==> src/rtl/duty_pkg.sv <==
// duty_pkg: shared widths and playback FSM states for the duty-cycle recorder
package duty_pkg;
  localparam int ADDR_W_DEF = 8;
  localparam int DUTY_W_DEF = 6;
  typedef enum logic [1:0] {IDLE, FETCH, WAIT, HOLD} state_t;
endpackage

==> src/rtl/duty_playback_engine_pwm_channel.sv <==
// pwm_channel: glitch-free PWM compare with a shadow duty loaded at counter wrap
module pwm_channel
  import duty_pkg::*;
#(
  parameter int DUTY_W = DUTY_W_DEF
) (
  input  logic              sysclk,
  input  logic              reset,
  input  logic              load,
  input  logic [DUTY_W-1:0] dc,
  input  logic [DUTY_W-1:0] cnt,
  output logic              pwm
);
  logic [DUTY_W-1:0] shadow;
  // take a new duty only at period boundaries so a pulse is never cut or stretched
  always_ff @(posedge sysclk) begin
    if (reset) shadow <= '0;
    else if (load) shadow <= dc;
  end
  assign pwm = cnt < shadow;
endmodule

==> src/rtl/duty_playback_engine.sv <==
// duty_playback_engine: replays recorded X/Y duty samples at a fixed rate onto two PWM pins
module duty_playback_engine
  import duty_pkg::*;
#(
  parameter int ADDR_W       = ADDR_W_DEF,
  parameter int DUTY_W       = DUTY_W_DEF,
  parameter int TICK_DIV     = 50000,
  parameter int PWM_PRESCALE = 16,
  parameter bit LOOP         = 1'b1
) (
  input  logic              sysclk,
  input  logic              reset,
  input  logic              play_en,
  input  logic [ADDR_W-1:0] rec_len,
  output logic              ram_rd_en,
  output logic [ADDR_W-1:0] ram_rd_addr,
  input  logic [DUTY_W-1:0] ram_rd_x,
  input  logic [DUTY_W-1:0] ram_rd_y,
  output logic [DUTY_W-1:0] dc_x,
  output logic [DUTY_W-1:0] dc_y,
  output logic              sample_valid,
  output logic              playing,
  output logic              done,
  output logic              pwm_x,
  output logic              pwm_y
);
  localparam int TW = $clog2(TICK_DIV);
  localparam int PW = PWM_PRESCALE > 1 ? $clog2(PWM_PRESCALE) : 1;
  state_t            state;
  logic [ADDR_W-1:0] addr, len;
  logic [TW-1:0]     tcnt;
  logic [PW-1:0]     pre;
  logic [DUTY_W-1:0] pcnt;
  logic              tick, adv, wrap;
  assign tick        = tcnt == TW'(TICK_DIV - 1);
  assign adv         = pre == PW'(PWM_PRESCALE - 1);
  assign wrap        = adv && pcnt == '1;
  assign playing     = state != IDLE;
  assign ram_rd_en   = state == FETCH;
  assign ram_rd_addr = addr;
  // playback sequencer: fetch, capture, hold until the next sample tick
  always_ff @(posedge sysclk) begin
    if (reset) begin
      state        <= IDLE;
      addr         <= '0;
      len          <= '0;
      dc_x         <= '0;
      dc_y         <= '0;
      sample_valid <= 1'b0;
      done         <= 1'b0;
    end else begin
      sample_valid <= 1'b0;
      done         <= 1'b0;
      if (state != IDLE && !play_en) begin
        state <= IDLE;
        addr  <= '0;
        dc_x  <= '0;
        dc_y  <= '0;
      end else begin
        case (state)
          IDLE: if (play_en && rec_len != '0) begin
            state <= FETCH;
            len   <= rec_len;
            addr  <= '0;
          end
          FETCH: state <= WAIT;
          WAIT: begin
            dc_x         <= ram_rd_x;
            dc_y         <= ram_rd_y;
            sample_valid <= 1'b1;
            state        <= HOLD;
          end
          HOLD: if (tick) begin
            if (addr == len - 1'b1) begin
              addr  <= '0;
              state <= LOOP ? FETCH : IDLE;
              done  <= !LOOP;
            end else begin
              addr  <= addr + 1'b1;
              state <= FETCH;
            end
          end
          default: state <= IDLE;
        endcase
      end
    end
  end
  // sample-rate divider, held at zero while idle so each start is phase-aligned
  always_ff @(posedge sysclk) begin
    if (reset || state == IDLE) tcnt <= '0;
    else tcnt <= tick ? '0 : tcnt + 1'b1;
  end
  // free-running prescaler and PWM period counter shared by both channels
  always_ff @(posedge sysclk) begin
    if (reset) begin
      pre  <= '0;
      pcnt <= '0;
    end else begin
      pre <= adv ? '0 : pre + 1'b1;
      if (adv) pcnt <= pcnt + 1'b1;
    end
  end
  pwm_channel #(.DUTY_W(DUTY_W)) u_pwm_x (
    .sysclk(sysclk), .reset(reset), .load(wrap), .dc(dc_x), .cnt(pcnt), .pwm(pwm_x)
  );
  pwm_channel #(.DUTY_W(DUTY_W)) u_pwm_y (
    .sysclk(sysclk), .reset(reset), .load(wrap), .dc(dc_y), .cnt(pcnt), .pwm(pwm_y)
  );
endmodule

==> config.mk <==
export PLATFORM = sky130hd
export DESIGN_NAME = duty_playback_engine
export DESIGN_NICKNAME = d
export VERILOG_FILES = /design/src/rtl/duty_pkg.sv /design/src/rtl/duty_playback_engine_pwm_channel.sv /design/src/rtl/duty_playback_engine.sv
export SDC_FILE = /design/constraint.sdc
export NUM_CORES = 1
export LEC_CHECK = 0
export CORE_MARGIN = 2
export CORE_UTILIZATION = 54
export DETAILED_ROUTE_END_ITERATION = 8
export PLACE_DENSITY = 0.78
export SETUP_SLACK_MARGIN = 0.1
export SYNTH_ARGS = -nofsm -noshare
export SYNTH_HDL_FRONTEND = slang
export SYNTH_SLANG_ARGS = --single-unit
==> constraint.sdc <==
create_clock -name sysclk -period 2.8 [get_ports sysclk]
set_clock_uncertainty 0.05 [all_clocks]
set_input_delay 0.56 -clock sysclk [delete_from_list [all_inputs] [get_ports sysclk]]
set_output_delay 0.56 -clock sysclk [all_outputs]
set_load 0.05 [all_outputs]
==> results.py <==
metrics = {
    "detailed_routing": {
        "vias_per_cell": 5.384,
        "drc_errors": 0,
        "topRoutingLayerUsed": "met4",
        "drt-initial-drc-count": 134,
        "ant_nets": 0,
        "wl_met3_um": 211,
        "vias": 2751,
        "wl_per_cell_um": 13.11,
        "wl_met2_um": 3090,
        "m1WireLength_um": 3272,
        "dr.pass1.iters": 6,
        "routed_wl_um": 6697,
    },
    "layout": {
        "syn_to_final_growth_pct": 20.99,
        "drive_gt1_frac": 0.07339,
        "fin_nets": 474,
        "stdcell_count": 511,
        "diodes": 0,
    },
    "synth": {
        "synth_edf_count": 0,
        "syn_avg_cell_area_um2": 8.788,
        "ys_types": 45,
        "postSynth.asyncResetShare": 0,
        "yosys-top-cells-area": "dfxtp_1, mux2i_1, ha_1",
        "synth_top_area_cell": "dfxtp_1",
        "synth_top_flop_cell": "dfxtp_1",
        "synth_warnings": 0,
        "yosys-top-cells-count": "dfxtp_1, nor2_1, nand2_1",
        "syn-num-nets": 429,
        "ys_ff_latch": 69,
        "synth_most_common_cell": "dfxtp_1",
        "synth_top_area_frac": 0.4072,
        "syn_area_mm2": 0.003392,
        "seq_area_frac_synth": 0.4072,
        "synthCells": 386,
    },
    "critical_path": {
        "r2r_cells": 8,
        "timing.rr.end": "u_pwm_x.shadow[5]$_SDFFE_PP0P_",
        "start_kind": "flip-flop",
        "cp_slowest_cell": "dfxtp_4",
        "crit_path_max_fanout": 5,
        "crit_chain": "ha_1 -> a21o_1 -> a21o_1 -> a21o_1 -> a21o_1 -> a21oi_2 -> buf_12",
        "cpPeakStageDelay_ns": 0.36,
        "r2r_start": "pre[0]$_SDFF_PP0_",
        "cp-end-kind": "output port",
        "crit_path_frequent_cell": "a21o_1",
        "crit_required_ns": 2.19,
        "crit_arrival_ns": 2.00,
        "worstSetupPathType": "flip-flop to output port",
        "ff2ff_setup_slack_ns": 0.47,
    },
    "clock_network": {
        "clk_latency_ns": 0.34,
        "numCtsBuffers": 9,
        "htreeDepth": 3,
        "clkSinkCount": 69,
        "root_buffer": "clkbuf_8",
        "tritoncts": "yes",
        "cts_buffer_depth": 2,
        "ctsHoldBuffers": 0,
        "clk_pin_slew_ns": 0.07,
    },
    "worst_hold_path": {
        "hp-start": "tcnt[0]$_SDFF_PP0_",
        "hold_end": "tcnt[0]$_SDFF_PP0_",
        "min_path_type": "flip-flop to flip-flop",
        "min_path_cells": 1,
    },
    "status": {
        "status": "finished, final reports clean",
    },
    "sta": {
        "tns_ns": 0,
        "hold_viol_final": 0,
        "min_period_over_period": 0.9317,
        "setup_ws_ns": 0.1912,
        "fmax_mhz": 383.3,
        "rsz0062_at_grt": "no",
        "worstMarginPinSlew_ns": 0.8289,
        "period_needed_ns": 2.609,
        "slew_viol_final": 0,
        "timing.slew.headroom": 0.4474,
        "setup_viol": 0,
    },
    "power_and_ir_drop": {
        "power_frac_seq": 0.417,
        "power_leakage_nw": 1.443,
        "p_sw_frac": 0.3749,
        "peakVddDrop_mv": 0.5955,
        "power_switching_mw": 1.029,
        "p_int_mw": 1.716,
        "pwr-share-clk": 0.250,
        "p_per_area_mw_per_mm2": 668.7,
        "comb_power_share": 0.332,
    },
    "die": {
        "ios": 49,
        "core_area_mm2": 0.005991,
        "start_util": 0.5662,
        "rows": 28,
        "chipHeight_um": 83.26,
        "die_w_um": 83.26,
        "dieArea_mm2": 0.006931,
    },
    "placed_design": {
        "io_buffer_count": 47,
        "dp_worst_setup_slack_ns": 0.3504,
        "gp_congestion": 0.8249,
        "placed_cells": 494,
        "place_hpwl_um": 4730,
    },
    "grt": {
        "grt_usage": 0.2073,
        "gr-total-overflow": 0,
        "grt_pass1_wl_um": 11960,
        "grt_max_degree": 24,
        "grt_pass1_vias": 2615,
        "antenna_found_initial": 0,
    },
    "job": {
        "maxCapViolCount": 0,
    },
}
==> sequential cells by signal, indices dropped and copies added (netlist names), 4 cells and up <==
| signal | cells |
|---|---|
| u_pwm_x.shadow | 6 |
| u_pwm_y.shadow | 6 |
| len | 8 |
| pre | 4 |
| pcnt | 6 |
| ram_rd_addr | 8 |
| dc_x | 6 |
| tcnt | 16 |
| dc_y | 6 |
==> metrics by stage <==
stage	hold slack [ns]	power (mW)	instance area, µm²	util
after floorplan	0.3761	1.854	3392	-
after global placement	0.3920	2.064	3926	0.6554
after CTS	0.4230	2.766	4091	0.6830
after global routing	0.4494	2.910	4104	0.6850
final	0.4186	2.744	4104	0.6850
after detailed placement	0.4065	2.092	3926	0.6554
==> critical path: cells and delay by family, from the launching register on <==
| family | cells | cell delay (ns) |
|---|---|---|
| AOI/OAI and AO/OA | 5 | 0.83 |
| DFF | 1 | 0.36 |
| adders and majority gates | 1 | 0.29 |
| buffers and inverters | 1 | 0.16 |
==> final cells by class <==
cell class              count  area [µm²]
clock buffers              11       131.4
clock inverters             5       27.53
fillers                   473        1887
inverters                  21       78.83
multi-input cells         276        1844
flip-flops and latches     69        1386
well taps                  75       93.84
repair buffers             54       541.8
==> logic make-up (layout without fill, tap and decap cells) <==
| family | after synthesis | after routing | synth area share |
|---|---|---|---|
| DFF | 69 | 69 | 0.4072 |
| buffers and inverters | 41 | 91 | 0.05127 |
| muxes | 26 | 26 | 0.07672 |
| xor gates and xnor gates | 31 | 31 | 0.08004 |
| other | 1 | 1 | 0.001106 |
| adders and majority gates | 20 | 20 | 0.07377 |
| and+or+nand+nor | 159 | 159 | 0.2324 |
| AOI/OAI and AO/OA | 39 | 39 | 0.07746 |
==> worst max path at each step <==
stage,slack (ns),start,to,cells after the start
2_1_floorplan,0.16,pcnt[1]$_SDFFE_PP0P_,pwm_x,6
3_3_place_gp,0.40,rec_len[3],ram_rd_addr[2]$_SDFFE_PP0P_,7
3_5_place_dp,0.35,rec_len[7],ram_rd_addr[2]$_SDFFE_PP0P_,7
4_1_cts,0.14,pcnt[1]$_SDFFE_PP0P_,pwm_y,7
5_1_grt,0.11,u_pwm_x.shadow[1]$_SDFFE_PP0P_,pwm_x,8
6_report,0.19,pcnt[1]$_SDFFE_PP0P_,pwm_y,7
==> metal layers <==
layer  vias up  global-route usage
met2        53              0.3365
met5         -                   0
met3        13             0.03976
met4         0             0.09240
met1      1287              0.2672
li1       1398                   -
==> what timing repair did <==
item / in CTS / in global routing
setup buffers: 0 / 1
pin swaps: 0 / 3
resized for setup: 3 / 3
setup endpoints to repair: 3 / 2
==> cell usage in the layout (no fill, tap or decap), types with 3 or more instances in the layout <==
cell type         n
nor3b_1           3
nor4_1            5
buf_4             7
nor2_1           59
dfxtp_1          67
nand3_1          20
inv_1            21
nor3_1            7
ha_1             20
o211ai_1          3
nand4_1          12
xnor2_1          20
and4_1            3
xor2_1           11
nand2_1          29
clkinv_2          4
a21o_1            8
clkdlybuf4s50_1  44
a31oi_1           3
clkbuf_8          9
mux2i_1          26
a21oi_1          15
and2_1            4
and3_1            4
==> power by group through the flow <==
stage / logic (mW) / clock network [mW] / registers, mW
6_report: 0.912 / 0.687 / 1.14
5_1_grt: 1.00 / 0.749 / 1.16
4_1_cts: 0.916 / 0.704 / 1.15
3_5_place_dp: 0.924 / 0 / 1.17
3_3_place_gp: 0.901 / 0 / 1.16
2_1_floorplan: 0.599 / 0 / 1.25
Power figures use the tool's default switching activity.
